`src/rtl/multdiv_seq.sv`:
```
`default_nettype none
// ============================================================================
// Module      : multdiv_seq
// Description : Multicycle signed multiply / divide unit for the execute
//               stage. Multiply uses radix-2 Booth recoding, one add/sub and
//               arithmetic shift per cycle. Divide runs non-restoring
//               division on operand magnitudes, then fixes up the sign.
//               A start pulse latches operands; the result and exception
//               flag are valid during a one-cycle data_resultRDY pulse
//               WIDTH+1 cycles later.
// Ports       : clock, ctrl_reset (sync, active-high)
//               data_operandA/B  - multiplicand/dividend, multiplier/divisor
//               ctrl_MULT/DIV    - start pulses (MULT wins if both high)
//               data_result      - low WIDTH bits of product, or quotient
//               data_exception   - mult overflow / div-by-zero / div overflow
//               data_resultRDY   - one-cycle result-valid pulse
// Options     : MULTDIV_EARLY_ZERO_EN - finish trivially-zero operations
//               one cycle after start instead of after WIDTH+1 cycles.
// Revision    : 1.0 - initial release
// ============================================================================
module multdiv_seq #(
    parameter int WIDTH = 32,
    parameter int CNT_W = 6
) (
    input  logic             clock,
    input  logic             ctrl_reset,
    input  logic [WIDTH-1:0] data_operandA,
    input  logic [WIDTH-1:0] data_operandB,
    input  logic             ctrl_MULT,
    input  logic             ctrl_DIV,
    output logic [WIDTH-1:0] data_result,
    output logic             data_exception,
    output logic             data_resultRDY
);

    localparam logic [1:0] c_ST_IDLE = 2'd0;
    localparam logic [1:0] c_ST_MUL  = 2'd1;
    localparam logic [1:0] c_ST_DIV  = 2'd2;
    localparam logic [1:0] c_ST_DONE = 2'd3;

    localparam logic [CNT_W-1:0] c_LAST = CNT_W'(WIDTH);
    localparam logic [WIDTH-1:0] c_MIN  = {1'b1, {(WIDTH-1){1'b0}}};

    logic [1:0]         r_state;
    logic [CNT_W-1:0]   r_cnt;
    logic [2*WIDTH:0]   r_prod;     // {upper, multiplier, booth bit}
    logic [WIDTH-1:0]   r_addend;   // multiplicand, or |divisor|
    logic [WIDTH:0]     r_rem;      // signed partial remainder
    logic [WIDTH-1:0]   r_quo;      // dividend bits shifting out, quotient in
    logic               r_neg;
    logic               r_div_zero;
    logic               r_div_ovf;
    logic [WIDTH-1:0]   r_result;
    logic               r_exc;
    logic               r_rdy;

    logic               w_start;
    logic               w_early;
    logic [WIDTH-1:0]   w_abs_a;
    logic [WIDTH-1:0]   w_abs_b;
    logic [WIDTH:0]     w_upper;
    logic [WIDTH:0]     w_ext_mcand;
    logic [WIDTH:0]     w_bsum;
    logic [2*WIDTH:0]   w_prod_next;
    logic [WIDTH+1:0]   w_r_shift;
    logic [WIDTH+1:0]   w_dvsr_ext;
    logic [WIDTH+1:0]   w_r_new;
    logic [WIDTH-1:0]   w_quo_next;
    logic [WIDTH-1:0]   w_quo_signed;
    logic               w_mul_ovf;

    assign w_start = ctrl_MULT | ctrl_DIV;
    assign w_abs_a = data_operandA[WIDTH-1] ? (~data_operandA + 1'b1) : data_operandA;
    assign w_abs_b = data_operandB[WIDTH-1] ? (~data_operandB + 1'b1) : data_operandB;

`ifdef MULTDIV_EARLY_ZERO_EN
    // A zero product or zero dividend needs no iterations. Divide-by-zero is
    // deliberately excluded so it keeps the normal latency.
    assign w_early = ctrl_MULT ? ((data_operandA == '0) || (data_operandB == '0))
                               : (ctrl_DIV && (data_operandA == '0) && (data_operandB != '0));
`else
    assign w_early = 1'b0;
`endif

    // Booth step. The add/sub is done one bit wider than the operand so that
    // subtracting the most negative multiplicand cannot wrap; the shifted
    // partial product always fits back into the register.
    assign w_upper     = {r_prod[2*WIDTH], r_prod[2*WIDTH:WIDTH+1]};
    assign w_ext_mcand = {r_addend[WIDTH-1], r_addend};

    always_comb begin
        w_bsum = w_upper;
        case (r_prod[1:0])
            2'b01:   w_bsum = w_upper + w_ext_mcand;
            2'b10:   w_bsum = w_upper - w_ext_mcand;
            default: w_bsum = w_upper;
        endcase
    end

    assign w_prod_next = {w_bsum, r_prod[WIDTH:1]};
    // Product bits [2W-1:W-1] live at register bits [2W:W].
    assign w_mul_ovf   = ~((&w_prod_next[2*WIDTH:WIDTH]) | ~(|w_prod_next[2*WIDTH:WIDTH]));

    // Non-restoring step: shift {rem, quo} left, then subtract the divisor
    // when the remainder was non-negative, add it back otherwise. The new
    // quotient bit is the inverted sign of the new remainder, so the
    // quotient register holds the exact magnitude quotient at the end; only
    // the (discarded) remainder would need the final correction.
    assign w_r_shift    = {r_rem, r_quo[WIDTH-1]};
    assign w_dvsr_ext   = {2'b00, r_addend};
    assign w_r_new      = r_rem[WIDTH] ? (w_r_shift + w_dvsr_ext) : (w_r_shift - w_dvsr_ext);
    assign w_quo_next   = {r_quo[WIDTH-2:0], ~w_r_new[WIDTH+1]};
    assign w_quo_signed = r_neg ? (~w_quo_next + 1'b1) : w_quo_next;

    always_ff @(posedge clock) begin
        if (ctrl_reset) begin
            r_state    <= c_ST_IDLE;
            r_cnt      <= '0;
            r_prod     <= '0;
            r_addend   <= '0;
            r_rem      <= '0;
            r_quo      <= '0;
            r_neg      <= 1'b0;
            r_div_zero <= 1'b0;
            r_div_ovf  <= 1'b0;
            r_result   <= '0;
            r_exc      <= 1'b0;
            r_rdy      <= 1'b0;
        end else begin
            r_rdy <= 1'b0;
            if (w_start) begin
                // A start in any state (including mid-operation) restarts.
                r_cnt <= CNT_W'(1);
                if (ctrl_MULT) begin
                    r_prod   <= {{WIDTH{1'b0}}, data_operandB, 1'b0};
                    r_addend <= data_operandA;
                    r_state  <= c_ST_MUL;
                end else begin
                    r_rem      <= '0;
                    r_quo      <= w_abs_a;
                    r_addend   <= w_abs_b;
                    r_neg      <= data_operandA[WIDTH-1] ^ data_operandB[WIDTH-1];
                    r_div_zero <= (data_operandB == '0);
                    r_div_ovf  <= (data_operandA == c_MIN) && (&data_operandB);
                    r_state    <= c_ST_DIV;
                end
                if (w_early) begin
                    r_state  <= c_ST_DONE;
                    r_result <= '0;
                    r_exc    <= 1'b0;
                    r_rdy    <= 1'b1;
                end
            end else begin
                case (r_state)
                    c_ST_MUL: begin
                        r_prod <= w_prod_next;
                        r_cnt  <= r_cnt + 1'b1;
                        if (r_cnt == c_LAST) begin
                            r_state  <= c_ST_DONE;
                            r_result <= w_prod_next[WIDTH:1];
                            r_exc    <= w_mul_ovf;
                            r_rdy    <= 1'b1;
                        end
                    end
                    c_ST_DIV: begin
                        r_rem <= w_r_new[WIDTH:0];
                        r_quo <= w_quo_next;
                        r_cnt <= r_cnt + 1'b1;
                        if (r_cnt == c_LAST) begin
                            r_state  <= c_ST_DONE;
                            // MIN / -1 naturally yields MIN here; only the
                            // flag needs raising.
                            r_result <= r_div_zero ? '0 : w_quo_signed;
                            r_exc    <= r_div_zero | r_div_ovf;
                            r_rdy    <= 1'b1;
                        end
                    end
                    c_ST_DONE: begin
                        r_state <= c_ST_IDLE;
                        r_cnt   <= '0;
                    end
                    default: begin
                        r_state <= c_ST_IDLE;
                    end
                endcase
            end
        end
    end

    assign data_result    = r_result;
    assign data_exception = r_exc;
    assign data_resultRDY = r_rdy;

endmodule
`default_nettype wire
```
`config.mk`:
```
export PLATFORM = sky130hd
export DESIGN_NAME = multdiv_seq
export DESIGN_NICKNAME = d
export VERILOG_FILES = /design/src/rtl/multdiv_seq.sv
export SDC_FILE = /design/constraint.sdc
export NUM_CORES = 1
export LEC_CHECK = 0
export BUFFER_PORTS_ARGS = -buffer_cell sky130_fd_sc_hd__buf_2
export CAP_MARGIN = 15
export CORE_UTILIZATION = 60
export CTS_CLUSTER_DIAMETER = 30
export DETAILED_ROUTE_END_ITERATION = 10
export PLACE_DENSITY = 0.9
export SETUP_SLACK_MARGIN = 0.15
export SKIP_CTS_REPAIR_TIMING = 1
export SLEW_MARGIN = 0
export SYNTH_ARGS = -nofsm -noshare
export SYNTH_HDL_FRONTEND = slang
export SYNTH_SLANG_ARGS = --single-unit
```
`constraint.sdc`:
```
create_clock -name clock -period 11.9 [get_ports clock]
set_clock_uncertainty 0.15 [all_clocks]
set_input_delay 1.785 -clock clock [delete_from_list [all_inputs] [get_ports clock]]
set_output_delay 1.785 -clock clock [all_outputs]
set_load 0.005 [all_outputs]
```
==> impl_metrics.toml, run 1 <==
[status]
status = "finished, final reports clean"

[floorplanning]
dieArea_um2 = 26600
rows = 58
die_w_um = 163
core_area_um2 = 25300
start_util_pct = 61.4
dieHeight_um = 163
io_pins = 102

[placement]
dpl-instance-area_um2 = 16100
place.gp.congestion = 0.969
numPortBuffers = 101
hpwl_um = 35200
dpl.cell_count = 2410

[cells_and_area]
layout_common_cells = "nor2_1, nand2_1, dfxtp_1"
fillCellCount = 1844
layoutNonFillerInstCount = 2508
synthToLayoutAreaGrowth_pct = 15.9
final_common_cell = "nor2_1"
drive_above_1_share_pct = 11.8
antennaDiodeCount = 0
fin_area_um2 = 18000
nets = 2284

[yosys]
synth_nets = 2240
synth_cells = 2093
yosys_warnings = 0
yosysSeqAreaShare_pct = 26.7
ys.flop_type = "dfxtp_1"
postSynthRegisterBits = 207
netlist_area_um2 = 15500
ys_types = 80
async_flop_share_pct = 0
synth_edf_count = 0
syn_avg_cell_area_um2 = 7.43

[power]
total_power_w = 0.00274
power_leakage_nw = 7.30
peakVddDrop_v = 0.000125
powerDensity_nw_per_um2 = 152

[sta]
timing.final.crit_share_pct = 58.0
finalSetupViolations = 0
max_freq_mhz = 145
maxSlewViolCount = 0
tightestPinTransition_ns = 1.16
fin_crit_ns = 6.90
rsz0062_at_grt = "no"
hold_ws_ns = 0.312
finalSetupTns_ns = 0
hold_violations = 0
max_slew_margin_pct = 21.7

[global_route]
grt_pass1_wl_um = 82700
antenna_found_initial = 0
first_global_vias = 16200
overflow = 0
grt_max_degree = 93
grt_usage_pct = 38.8

[clocking]
cts-root-buf = "clkbuf_16"
cts.clk_slew.worst_paths_ns = 0.04
clock_sinks = 207
cts_tree = "done"
cts_buffers = 52
clk_latency_ns = 0.56
clockBufferDepth = 3
cts_max_level = 2

[job]
max_cap_violations = 0

[drt]
wl_per_cell_um = 21.0
viasPerCell = 6.85
drt-initial-drc-count = 2363
drt_wl_total_um = 52800
first_pass_iters = 7
ant_nets = 0
drc_errors = 0
num_vias = 17200

[setup_path]
cp-start-kind = "flip-flop"
crit_arrival_ns = 7.21
critPathKind = "reg2reg"
crit_fanout = 9
cp.required_ns = 12.21
end_kind = "flip-flop"

[min_path]
hold_path_class = "reg2reg"
-- worst max-delay path: stages (launching register included) --
cell and delay [ns]:
dfxtp_1 0.38, or4_1 0.59, nor4_1 0.20, nand3_1 0.25
nor4_1 0.50, nand2_1 0.14, a211oi_1 0.27, a21o_1 0.12
ha_1 0.25, or2_2 0.30, a21oi_1 0.27, a211oi_1 0.10
o21ai_0 0.19, o211ai_1 0.12, a41o_1 0.34, a31oi_1 0.26
xor2_1 0.41, ha_1 0.23, inv_1 0.12, or3_1 0.53
o41ai_1 0.43, xor2_1 0.13, nor3_1 0.18, a21oi_1 0.08
a211oi_1 0.27
-- sequential cells by signal, summed over array words and instances, names as in the netlist --
register	cells
r_prod	65
r_rem	33
data_result	32
r_addend	32
r_quo	32
r_cnt	6
r_state	2
data_exception	1
data_resultRDY	1
r_div_ovf	1
r_div_zero	1
r_neg	1
-- report_power, final --
group,total (W),switching (W),internal (W)
Combinational,0.000526,0.000338,0.000187
Clock,0.00145,0.000453,0.000996
Sequential,0.000761,0.0000374,0.000724
-- cell families after synthesis --
kind of cell	count (synthesis)	share of synthesized area, %
muxes	20	1.40
adders and majority gates	79	6.46
AOI/OAI and AO/OA	612	26.4
and+or+nand+nor	803	24.2
xor gates and xnor gates	182	10.3
buffers and inverters	190	4.60
DFF	207	26.7
-- cells in the mapped netlist, types with 5 or more instances --
master / instances / area, um^2
a2111oi_0: 5 / 43.8
a211o_1: 8 / 70.1
a211oi_1: 53 / 398
a21boi_0: 6 / 45.0
a21o_1: 41 / 308
a21oi_1: 152 / 761
a221oi_1: 16 / 140
a311oi_1: 35 / 307
a31oi_1: 20 / 125
and2_1: 10 / 62.6
and3_1: 23 / 144
and4_1: 5 / 43.8
buf_1: 14 / 52.6
clkbuf_1: 118 / 443
dfxtp_1: 207 / 4140
ha_1: 77 / 963
inv_1: 56 / 210
mux2i_1: 15 / 150
nand2_1: 253 / 950
nand2b_1: 11 / 68.8
nand3_1: 44 / 220
nand4_1: 24 / 150
nor2_1: 269 / 1010
nor2b_1: 17 / 106
nor3_1: 48 / 240
nor3b_1: 12 / 90.1
nor4_1: 15 / 93.8
o211ai_1: 20 / 150
o21a_1: 18 / 135
o21ai_0: 110 / 551
o21bai_1: 6 / 45.0
o221ai_1: 29 / 254
o22ai_1: 8 / 50.1
o31ai_1: 28 / 210
o41ai_1: 12 / 105
or2_2: 11 / 68.8
or3_1: 19 / 119
or4_1: 16 / 120
or4_4: 6 / 67.6
xnor2_1: 99 / 867
xor2_1: 83 / 727
-- layout make-up --
| class | instances | area (um^2) | share of cell area [%] |
|---|---|---|---|
| well taps | 330 | 413 | 2.29 |
| clock inverters | 28 | 392 | 2.17 |
| repair buffers | 123 | 718 | 3.99 |
| inverters | 57 | 214 | 1.19 |
| multi-input cells | 1696 | 10700 | 59.4 |
| flip-flops and latches | 207 | 4140 | 23.0 |
| clock buffers | 67 | 1430 | 7.92 |
-- per-stage QoR --
stage | util [%] | setup WS, ns
2_1_floorplan | - | 6.18
3_5_place_dp | 63.7 | 5.19
5_1_grt | 71.1 | 4.49
4_1_cts | 70.9 | 5.14
6_report | 71.1 | 5.00
3_3_place_gp | 63.7 | 5.50
-- per-layer routing --
layer	track usage (%)	part of all wire (%)
met1	47.3	37
met2	60.4	44
met3	8.40	12
met4	27.6	7.5
met5	0	0
-- final timing paths --
check	from	endpoint	slack, ns	cells after the start
setup / recovery	r_addend[10]	data_result[28]	5.00	24
hold / removal	r_rem[10]	r_rem[10]	0.31	2
setup reg to reg	r_addend[10]	data_result[28]	5.00	24
hold reg to reg	r_rem[10]	r_rem[10]	0.31	2
(Power assumes the default switching activity.)
==> run 2, diff against run 1 <==
==> constraint.sdc (replaced) <==
create_clock -name clock -period 7.1 [get_ports clock]
set_clock_uncertainty 0.15 [all_clocks]
set_input_delay 1.065 -clock clock [delete_from_list [all_inputs] [get_ports clock]]
set_output_delay 1.065 -clock clock [all_outputs]
set_load 0.005 [all_outputs]
==> run 2 against run 1 <==
Compared with the run above: non-clock buffer count up 1; combinational power up 67%; routed wire length is 1.1% lower; global-route usage fell by 0.13 points; fmax grew 3.9%; register-to-register slack worse by 4.5 ns; sequential power increased by 68%; worst hold slack better by 0.00077 ns; critical path depth unchanged; via count decreased by 1.0%; power up 69%; critical path type unchanged; largest cell class unchanged; largest power group unchanged.
==> impl_metrics.toml, run 2 (synthesis gave the netlist of run 1 again) <==
[cells_and_area]
nets = 2284
synthToLayoutAreaGrowth_pct = 15.9
layout_common_cells = "nor2_1, nand2_1, dfxtp_1"
antennaDiodeCount = 0
layoutNonFillerInstCount = 2505
final_common_cell = "nor2_1"
largest-register = "r_prod"
reg_top3 = "r_prod (65), r_rem (33)"
drive_above_1_share_pct = 11.9
largest_reg_flops = 65
fin_area_um2 = 18000

[setup_path]
cpMostUsedCell = "a211oi_1"
critPathKind = "reg2reg"
cp-start-kind = "flip-flop"
cp.required_ns = 7.41
end_kind = "flip-flop"
max_stage_delay_ns = 0.61
crit_fanout = 9
crit_arrival_ns = 6.96
slowest_stage = "or4_1"
path_cells = "or4_1 > nor4_1 > nand3_2 > nor4_4 > nand2_1 > a211oi_1 > a21o_1 > ha_1 > or2_2 > a21oi_1 > a211oi_1 > o21ai_0 > o211ai_1 > a41o_1 > a31oi_1 > xor2_2 > ha_1 > inv_1 > or3_1 > o41ai_1 > xor2_1 > nor3_1 > a21oi_1 > a211oi_1"

[clocking]
cts_max_level = 2
clk_latency_ns = 0.56
cts_buffers = 51
cts.clk_slew.worst_paths_ns = 0.05
cts-root-buf = "clkbuf_16"
clockBufferDepth = 3
cts_tree = "done"
clock_sinks = 207

[floorplanning]
io_pins = 102
dieHeight_um = 163
rows = 58
core_area_um2 = 25300
die_w_um = 163
start_util_pct = 61.4
dieArea_um2 = 26600

[drt]
num_vias = 17000
wl_per_cell_um = 20.8
drc_errors = 0
drt_wl_total_um = 52200
met3WireLength_um = 5820
highest_layer = "met4"
drt-initial-drc-count = 2150
route.met2.wl_um = 23100
first_pass_iters = 6
viasPerCell = 6.79
met1_length_um = 19800
ant_nets = 0

[sta]
worst_slack_ns = 0.455
hold_violations = 0
rsz0062_at_grt = "no"
finalSetupTns_ns = 0
max_freq_mhz = 150
timing.final.crit_share_pct = 93.6
finalSetupViolations = 0
maxSlewViolCount = 0
max_slew_margin_pct = 24.8
tightestPinTransition_ns = 1.12
fin_crit_ns = 6.64

[global_route]
grt_pass1_wl_um = 82500
grt_usage_pct = 38.6
grt_max_degree = 75
antenna_found_initial = 0
first_global_vias = 15700
overflow = 0

[job]
max_cap_violations = 0

[placement]
hpwl_um = 35200
dpl-instance-area_um2 = 16100
dpl.cell_count = 2411
post-place-ws_ns = 0.506
place.gp.congestion = 0.963
numPortBuffers = 101

[power]
powerDensity_nw_per_um2 = 257
power_leakage_nw = 7.32
total_power_w = 0.00463
peakVddDrop_v = 0.000200

[min_path]
hold_path_class = "reg2reg"

[status]
status = "finished, final reports clean"
run 2: cell types whose count changed in the layout (fill, tap and decap cells not counted), moves of 2 or more:
cell / change
clkbuf_16: -2
bufinv_16: +3
clkinv_4: +2
clkinvlp_4: -3
clkbuf_8: -3
clkbuf_1: -2
run 2: critical path, delay by kind of cell, from the launching register on:
family,cells,cell delay (ns)
fa+ha+maj,2,0.47
buf+inv,1,0.12
xor+xnor,2,0.42
flops,1,0.37
compound gates,11,2.41
simple gates,8,2.61
run 2: per-stage QoR:
step / utilization, % / hold WS (ns)
after floorplan: - / 0.281
after detailed placement: 63.7 / 0.301
after CTS: 70.9 / 0.315
after global routing: 71.2 / 0.340
final: 71.2 / 0.313
after global placement: 63.7 / 0.291
run 2: power breakdown:
part	total [W]	internal, W	switching (W)
Sequential	0.00128	0.00121	0.0000638
Clock	0.00247	0.00172	0.000758
Combinational	0.000876	0.000312	0.000564
Total	0.00463	0.00324	0.00139
run 2: final timing paths:
path	start	endpoint	slack, ns	cells past startpoint
hold reg to reg	r_rem[17]	r_rem[17]	0.31	2
setup / recovery	r_addend[10]	data_result[28]	0.46	24
setup reg to reg	r_addend[10]	data_result[28]	0.46	24
hold / removal	r_rem[17]	r_rem[17]	0.31	2
run 2: area by class of cell:
cell class,instances,area [um^2]
multi-input cells,1696,10800
fillers,1831,7300
flip-flops and latches,207,4140
clock buffers,61,1350
repair buffers,124,691
clock inverters,30,455
well taps,330,413
inverters,57,214
run 2: metal layers:
layer	global-route usage [%]	up-vias
li1	-	7693
met1	48.7	7896
met2	60.5	1157
met3	7.41	258
met4	24.0	0
met5	0	-
